File: src/rtl/divider_signed_frontend_pkg.sv
// Shared definitions for the signed divider front end: FSM encoding and width helpers.
// Latency: n/a (declarations only).
// Backpressure: n/a.
package dividerPkg;

  typedef enum logic [1:0] {
    ST_IDLE  = 2'd0,
    ST_START = 2'd1,
    ST_WAIT  = 2'd2,
    ST_RESP  = 2'd3
  } state_e;

  // Most negative two's-complement value (100..0) for a w-bit word, w <= 64.
  function automatic logic [63:0] min_neg_of(input int unsigned w);
    return 64'd1 << (w - 1);
  endfunction

  // All-ones word (11..1) for a w-bit word, w <= 64.
  function automatic logic [63:0] all_ones_of(input int unsigned w);
    return (w >= 64) ? {64{1'b1}} : ((64'd1 << w) - 64'd1);
  endfunction

endpackage

File: src/rtl/divider_sign_fix.sv
// Sign correction of unsigned core results for signed division.
// Latency: combinational.
// Backpressure: none; pure function of its inputs.
module divider_sign_fix #(
  parameter int WIDTH = 8
) (
  input  logic [WIDTH-1:0] mag_quotient_i,
  input  logic [WIDTH-1:0] mag_remainder_i,
  input  logic             dividend_neg_i,
  input  logic             divisor_neg_i,
  input  logic             signed_i,
  output logic [WIDTH-1:0] quotient_o,
  output logic [WIDTH-1:0] remainder_o
);

  localparam logic [WIDTH-1:0] ONE = {{(WIDTH-1){1'b0}}, 1'b1};

  // Two's-complement negate, wrapping mod 2^WIDTH.
  function automatic logic [WIDTH-1:0] neg2c(input logic [WIDTH-1:0] x);
    return ~x + ONE;
  endfunction

  // Quotient flips when signs differ; remainder follows the dividend sign.
  always_comb begin
    quotient_o  = mag_quotient_i;
    remainder_o = mag_remainder_i;
    if (signed_i) begin
      if (dividend_neg_i ^ divisor_neg_i) quotient_o  = neg2c(mag_quotient_i);
      if (dividend_neg_i)                 remainder_o = neg2c(mag_remainder_i);
    end
  end

endmodule

File: src/rtl/divider_signed_frontend.sv
// Signed/unsigned request front end for the iterative unsigned divider core.
// Latency: special cases respond 1 cycle after accept; normal case responds 1 cycle after core done.
// Backpressure: holds the response until i_rsp_ready; accepts requests only in IDLE.
module divider_signed_frontend
  import dividerPkg::*;
#(
  parameter int WIDTH = 8
) (
  input  logic             i_clk,
  input  logic             i_rst_n,
  input  logic             i_cg,
  input  logic             i_req_valid,
  output logic             o_req_ready,
  input  logic             i_req_signed,
  input  logic [WIDTH-1:0] i_req_dividend,
  input  logic [WIDTH-1:0] i_req_divisor,
  output logic             o_rsp_valid,
  input  logic             i_rsp_ready,
  output logic [WIDTH-1:0] o_rsp_quotient,
  output logic [WIDTH-1:0] o_rsp_remainder,
  output logic             o_rsp_divzero,
  output logic             o_rsp_overflow,
  output logic             o_div_start,
  output logic [WIDTH-1:0] o_div_dividend,
  output logic [WIDTH-1:0] o_div_divisor,
  input  logic             i_div_done,
  input  logic [WIDTH-1:0] i_div_quotient,
  input  logic [WIDTH-1:0] i_div_remainder
);

  localparam logic [WIDTH-1:0] MIN_NEG  = WIDTH'(min_neg_of(WIDTH));
  localparam logic [WIDTH-1:0] ALL_ONES = WIDTH'(all_ones_of(WIDTH));
  localparam logic [WIDTH-1:0] ONE      = {{(WIDTH-1){1'b0}}, 1'b1};

  state_e           state_q, state_d;
  logic [WIDTH-1:0] a_mag_q, a_mag_d;
  logic [WIDTH-1:0] b_mag_q, b_mag_d;
  logic             a_neg_q, a_neg_d;
  logic             b_neg_q, b_neg_d;
  logic             signed_q, signed_d;
  logic [WIDTH-1:0] quot_q, quot_d;
  logic [WIDTH-1:0] rem_q, rem_d;
  logic             divzero_q, divzero_d;
  logic             overflow_q, overflow_d;

  logic             in_a_neg, in_b_neg;
  logic [WIDTH-1:0] in_a_mag, in_b_mag;
  logic [WIDTH-1:0] fix_quot, fix_rem;

  divider_sign_fix #(.WIDTH(WIDTH)) u_sign_fix (
    .mag_quotient_i  (i_div_quotient),
    .mag_remainder_i (i_div_remainder),
    .dividend_neg_i  (a_neg_q),
    .divisor_neg_i   (b_neg_q),
    .signed_i        (signed_q),
    .quotient_o      (fix_quot),
    .remainder_o     (fix_rem)
  );

  // Operand signs and magnitudes; MIN_NEG maps onto itself, which is correct unsigned.
  always_comb begin
    in_a_neg = i_req_signed & i_req_dividend[WIDTH-1];
    in_b_neg = i_req_signed & i_req_divisor[WIDTH-1];
    in_a_mag = in_a_neg ? (~i_req_dividend + ONE) : i_req_dividend;
    in_b_mag = in_b_neg ? (~i_req_divisor  + ONE) : i_req_divisor;
  end

  // Next-state logic: capture on accept, resolve special cases locally, collect core result.
  always_comb begin
    state_d    = state_q;
    a_mag_d    = a_mag_q;
    b_mag_d    = b_mag_q;
    a_neg_d    = a_neg_q;
    b_neg_d    = b_neg_q;
    signed_d   = signed_q;
    quot_d     = quot_q;
    rem_d      = rem_q;
    divzero_d  = divzero_q;
    overflow_d = overflow_q;
    unique case (state_q)
      ST_IDLE: begin
        if (i_req_valid) begin
          a_mag_d  = in_a_mag;
          b_mag_d  = in_b_mag;
          a_neg_d  = in_a_neg;
          b_neg_d  = in_b_neg;
          signed_d = i_req_signed;
          if (i_req_divisor == '0) begin
            quot_d     = ALL_ONES;
            rem_d      = i_req_dividend;
            divzero_d  = 1'b1;
            overflow_d = 1'b0;
            state_d    = ST_RESP;
          end else if (i_req_signed && (i_req_dividend == MIN_NEG) &&
                       (i_req_divisor == ALL_ONES)) begin
            quot_d     = i_req_dividend;
            rem_d      = '0;
            divzero_d  = 1'b0;
            overflow_d = 1'b1;
            state_d    = ST_RESP;
          end else begin
            state_d = ST_START;
          end
        end
      end
      ST_START: state_d = ST_WAIT;
      ST_WAIT: begin
        if (i_div_done) begin
          quot_d     = fix_quot;
          rem_d      = fix_rem;
          divzero_d  = 1'b0;
          overflow_d = 1'b0;
          state_d    = ST_RESP;
        end
      end
      ST_RESP: begin
        if (i_rsp_ready) state_d = ST_IDLE;
      end
      default: state_d = ST_IDLE;
    endcase
  end

  // State and datapath registers; everything freezes while the clock gate is low.
  always_ff @(posedge i_clk or negedge i_rst_n) begin
    if (!i_rst_n) begin
      state_q    <= ST_IDLE;
      a_mag_q    <= '0;
      b_mag_q    <= '0;
      a_neg_q    <= 1'b0;
      b_neg_q    <= 1'b0;
      signed_q   <= 1'b0;
      quot_q     <= '0;
      rem_q      <= '0;
      divzero_q  <= 1'b0;
      overflow_q <= 1'b0;
    end else if (i_cg) begin
      state_q    <= state_d;
      a_mag_q    <= a_mag_d;
      b_mag_q    <= b_mag_d;
      a_neg_q    <= a_neg_d;
      b_neg_q    <= b_neg_d;
      signed_q   <= signed_d;
      quot_q     <= quot_d;
      rem_q      <= rem_d;
      divzero_q  <= divzero_d;
      overflow_q <= overflow_d;
    end
  end

  // Handshake and core controls decode straight from the state register.
  assign o_req_ready     = (state_q == ST_IDLE);
  assign o_div_start     = (state_q == ST_START);
  assign o_rsp_valid     = (state_q == ST_RESP);
  assign o_div_dividend  = a_mag_q;
  assign o_div_divisor   = b_mag_q;
  assign o_rsp_quotient  = quot_q;
  assign o_rsp_remainder = rem_q;
  assign o_rsp_divzero   = divzero_q;
  assign o_rsp_overflow  = overflow_q;

endmodule

File: config.mk
export PLATFORM = sky130hd
export DESIGN_NAME = divider_signed_frontend
export DESIGN_NICKNAME = d
export VERILOG_FILES = /design/src/rtl/divider_signed_frontend_pkg.sv /design/src/rtl/divider_sign_fix.sv /design/src/rtl/divider_signed_frontend.sv
export SDC_FILE = /design/constraint.sdc
export NUM_CORES = 1
export LEC_CHECK = 0
export ABC_AREA = 0
export CORE_MARGIN = 2
export CORE_UTILIZATION = 35
export DETAILED_ROUTE_END_ITERATION = 16
export DONT_BUFFER_PORTS = 1
export GPL_ROUTABILITY_DRIVEN = 0
export GPL_TIMING_DRIVEN = 0
export RECOVER_POWER = 50
export SETUP_SLACK_MARGIN = 0.05
export SLEW_MARGIN = 20
export SYNTH_ARGS = -nofsm -noshare
export SYNTH_HDL_FRONTEND = slang
export SYNTH_SLANG_ARGS = --single-unit
File: constraint.sdc
create_clock -name i_clk -period 4.75 [get_ports i_clk]
set_input_delay 0.95 -clock i_clk [delete_from_list [all_inputs] [get_ports i_clk]]
set_output_delay 0.95 -clock i_clk [all_outputs]
set_load 0.02 [all_outputs]
# ---- Yosys cells after proc, flatten, opt, wreduce, memory -nomap -nowiden
# Index checks and enable logic that the tools add are counted.
# Widths: inputs -> output; s select.
dict set report totals {
  out_inout_bits 37
  wordCells 69
  register_bits 39
}
dict set report op_classes {
  n_reduce_logical 8
  bitwise 7
  mux 31
  n_addsub 4
  eq_ne 9
}
# operator n
set op_table {}
lappend op_table {{$mux 8} 14}
lappend op_table {{$add 8x1->8 const B} 4}
lappend op_table {{$not 8->8} 4}
lappend op_table {{$pmux 8 s2} 2}
lappend op_table {{$eq 8x8->1 const B} 2}
lappend op_table {{$mux 2} 5}
lappend op_table {{$logic_not 8->1} 1}
lappend op_table {{$pmux 2 s4} 1}
lappend op_table {{$mux 1} 7}
lappend op_table {{$reduce_and 5->1} 1}
lappend op_table {{$eq 2x2->1 const B} 2}
lappend op_table {{$ne 2x2->1 const B} 2}
lappend op_table {{$pmux 1 s2} 2}
lappend op_table {{$reduce_and 4->1} 1}
lappend op_table {{$ne 3x1->1 const B} 1}
lappend op_table {{$reduce_and 3->1} 1}
lappend op_table {{$and 1x1->1} 2}
lappend op_table {{$eq 2x1->1 const B} 1}
lappend op_table {{$logic_and 1x1->1} 2}
lappend op_table {{$logic_not 2->1} 1}
lappend op_table {{$ne 2x1->1 const B} 1}
lappend op_table {{$reduce_bool 2->1} 1}
lappend op_table {{$xor 1x1->1} 1}

# ---- Longest topological paths before layout
dict set report logic_depth {
  depth_word 7
  ltp_mapped 9
  ltp_nobuf 7
}

# ---- Modules after synthesis
# Synthesis repeated with hierarchy kept, for this count alone.
dict set report hier_totals {
  cells_unflattened 246
  hier_area_um2 2374.8
}
# mod instances seq_area_each_um2 cells_each area_each_um2
set modules_own_cells {}
lappend modules_own_cells {divider_signed_frontend 1 975.9 200 2025.7}
lappend modules_own_cells {divider_sign_fix 1 0.0 46 349.1}

# ---- Least setup slack after synthesis
# OpenSTA, ideal clock, no wires.
dict set report synth_path {
  path_kind {input-to-reg}
  start {input i_req_dividend[6]}
  end {register quot_q[0] (netlist: o_rsp_quotient[0])}
  t_arrival_ns 2.402
  path_buffers 1
  cell_stages 6
  setup_slack_ns 2.283
  setup_ns 0.065
  cell_sequence {or4_1 > nor4_4 > o31ai_4 > buf_6 > a211o_1 > nand2_1}
}
dict set report synth_via {
  elab_chain_len 5
}
# item line_no
set synth_lines {}
lappend synth_lines {{from (decl)} divider_signed_frontend.sv:15} ;# input logic [WIDTH-1:0] i_req_dividend,
lappend synth_lines {{$eq 8x8->1} divider_signed_frontend.sv:94} ;# end else if (i_req_signed && (i_req_dividend == MIN_NEG) &&
lappend synth_lines {{$logic_and 1x1->1 (2 in series)} divider_signed_frontend.sv:94}
lappend synth_lines {{$ne 3x1->1 (no line)} n/a}
lappend synth_lines {{$reduce_and 5->1 (no line)} n/a}
lappend synth_lines {{to (signal assigned)} divider_signed_frontend.sv:143} ;# quot_q <= quot_d;
lappend synth_lines {{to (decl)} divider_signed_frontend.sv:41} ;# logic [WIDTH-1:0] quot_q, quot_d;
# No other way between the ends.
# A chain may end at the register's enable or synchronous reset.

# ---- Final worst setup path
dict set report layout_path {
  start {input i_req_dividend[6]}
  end {register quot_q[3] (netlist: o_rsp_quotient[3])}
}
# Same word-level chain as after synthesis.

==> flow_metrics.py <==
metrics = {
    "run_status": {
        "status": "finished, final reports clean",
    },
    "clocking": {
        "postCtsHoldBufs": 0,
        "cts_resized": 0,
        "clk_pin_slew_ps": 80,
        "cts_tree": "yes",
        "cts_sinks": 39,
        "root_buffer": "clkbuf_8",
        "cts_setup_buffers": 0,
        "htreeDepth": 2,
        "cts_buffers": 5,
        "max-clock-path-buffers": 2,
        "insertion_delay_ps": 290,
    },
    "min_path": {
        "hold_path_class": "primary input to asynchronous set/reset pin",
    },
    "final_layout": {
        "area_growth_pct": 8.50,
        "layout_commonest_cell": "nand2_1",
        "fin_area_um2": 2590,
        "finalNetCount": 320,
        "fillers": 695,
        "final_cell_mix": "40 x nand2_1, 39 x dfrtp_1, 28 x o21ai_0, 16 x inv_1, 16 x nor2_1",
        "diodes": 0,
        "drive_above_1_share_pct": 5.88,
        "final_util_pct": 38.7,
    },
    "power": {
        "peakVddDrop_v": 0.000195,
        "p_leak_nw": 1.14,
        "p_per_area_nw_per_um2": 578,
    },
    "worst_setup_path": {
        "cp-end-kind": "flop",
        "reg2reg_from": "state_q[0]",
        "critPathLaunchType": "primary input",
        "crit_chain": "or4_1 -> nor4_4 -> o31ai_4 -> clkbuf_1 -> nand2_1 -> o31ai_1",
        "cp.required_ps": 4900,
        "worst-r2r-cell-count": 9,
        "r2r_slack_ps": 2480,
        "rr_endpoint": "o_rsp_quotient[1]",
        "critical_path.slowest_cell": "or4_1",
        "crit_type": "primary input to flop",
        "crit_arrival_ps": 2530,
        "worst_path_largest_cell_delay_ps": 600,
        "cp_max_fo": 10,
    },
    "grt": {
        "grt_pass1_wl_mm": 9.79,
        "antenna_found_initial": 0,
        "track_usage_pct": 16.8,
        "grt_overflow_total": 0,
        "grt_pass1_vias": 1856,
        "grt_max_degree": 40,
    },
    "sta": {
        "fin_ws_ps": 2370,
        "tightest_slew_ps": 630,
        "rsz0062_at_grt": "no",
        "maxSlewHeadroom_pct": 57.6,
        "fmax_mhz": 421,
        "fin_setup_tns_ps": 0,
        "finalHoldViolCount": 0,
        "fin_skew_ps": 3.70,
        "holdWs_ps": 351,
        "min_period_ps": 2380,
        "finalMaxSlewViolations": 0,
        "period_share_pct": 50.0,
        "report.final.setup_viol": 0,
    },
    "die": {
        "placeableCoreArea_um2": 6680,
        "dieArea_um2": 7490,
        "die_w_um": 86.5,
        "initial_core_util_pct": 35.7,
        "rows": 30,
        "die_y_um": 86.5,
        "pin_count": 76,
    },
    "routing": {
        "routed_via_density": 5.50,
        "drt_first_pass_iters": 6,
        "via_count": 1936,
        "drt_iter0_drc": 112,
        "wire_per_inst_um": 17.3,
        "drc": 0,
        "wl_mm": 6.09,
        "ant_nets": 0,
    },
    "place": {
        "dp_slack_ps": 2050,
        "port_buffers": 0,
        "placed_cell_area_um2": 2480,
        "hpwl_mm": 4.72,
    },
    "synthesis": {
        "synth_compound_area_share_pct": 20.5,
        "synth-simple-area-share_pct": 19.5,
        "synthTopCellsByArea": "dfrtp_1 41%, nand2_1 6.3%, o21ai_0 5.9%, xnor2_1 4.8%, ha_1 4.7%",
        "synth_top_family_by_area": "compound AO/OA/AOI/OAI gates",
        "synth_seq_cells": 39,
        "yosys.area.top_type_share_pct": 40.9,
        "muxShareOfSynthArea_pct": 2.20,
        "synth_fa_ha_area_share_pct": 4.72,
        "synth-xor-area-share_pct": 7.72,
        "syn_inst": 265,
        "syn_area_per_cell_um2": 8.99,
        "synthesis.nets": 313,
        "synth_area_um2": 2380,
        "synth.yosys.warnings": 0,
        "yosys.area.top_type": "dfrtp_1",
        "synth_cell_types": 47,
        "ys_seq_area_share_pct": 40.9,
    },
    "flow_run": {
        "drv_cap": 0,
    },
}
==> final cells by class <==
type,count,area (µm²),area share [%]
clock inverter,1,30.0,1.16
inverter,16,60.1,2.32
tap,80,100,3.87
buffer,10,45.0,1.74
clock buffer,6,72.6,2.81
multi-input combinational,200,1300,50.4
sequential,39,976,37.7
==> metrics by stage <==
| step | cells | power, W |
|---|---|---|
| finish | 352 | 0.00149 |
| global route | 352 | 0.00161 |
| CTS | 352 | 0.00152 |
| detailed placement | 345 | 0.00124 |
| global placement | 345 | 0.00123 |
| floorplan | 265 | 0.00112 |
==> critical path, delay by kind of cell <==
family,cells,cell delay (ps)
buffers and inverters,1,260
and+or+nand+nor,3,1080
AOI/OAI and AO/OA,2,230
==> sequential cells by signal (all words and copies together), names as in the netlist <==
register / flops
o_div_dividend: 8
state_q: 2
signed_q: 1
o_rsp_overflow: 1
b_neg_q: 1
o_rsp_divzero: 1
o_rsp_remainder: 8
o_div_divisor: 8
o_rsp_quotient: 8
a_neg_q: 1
==> where the power goes <==
part	switching, W	internal, W	leakage (nW)
Combinational	0.000295	0.000195	0.590
Clock	0.000113	0.000154	0.0513
Sequential	0.000260	0.000477	0.497
==> cells in the mapped netlist (all sizes together) <==
master,number
a211o,1
nand3,5
buf,1
nand2,40
nand4,1
inv,16
o41ai,2
a21o,5
nor2b,3
mux2,2
nor3,8
xnor2,13
a31o,1
or4,5
and2,1
clkbuf,9
nor2,16
o31a,2
ha,9
and4bb,1
a211oi,6
o311ai,2
a22oi,2
dfrtp,39
o31ai,6
mux2i,3
nor3b,1
nand4b,1
o21ai,28
a31oi,2
a21oi,7
o21bai,1
a32o,1
or3,2
nand2b,1
o211ai,4
a41oi,1
or2,1
xor2,8
a2111oi,1
a311oi,1
and3,3
nor4,3
==> worst max path at each step <==
stage                      start                 end  slack (ps)  cells past startpoint
4_1_cts        i_req_dividend[6]   o_rsp_quotient[3]        2360                      6
2_1_floorplan  i_req_dividend[6]   o_rsp_quotient[0]        2280                      6
5_1_grt        i_req_dividend[6]  o_rsp_remainder[4]        2230                      6
3_5_place_dp    i_req_divisor[3]      o_rsp_overflow        2050                      6
3_3_place_gp    i_req_divisor[3]      o_rsp_overflow        2030                      6
6_report       i_req_dividend[6]   o_rsp_quotient[3]        2370                      6
==> cells by family after synthesis <==
logic type | count (synthesis)
simple gates | 92
mux | 5
fa+ha+maj | 9
compound gates | 73
xor+xnor | 21
buf+inv | 26
flops | 39
==> routing by layer <==
layer	GRT usage, %	up-vias	share of wire [%]
met4	5.54	0	1.9
li1	-	963	-
met5	0	-	0
met3	5.71	11	7.8
met2	25.2	55	45
met1	22.7	907	45
Note: power is estimated with default switching activity, not from simulation.
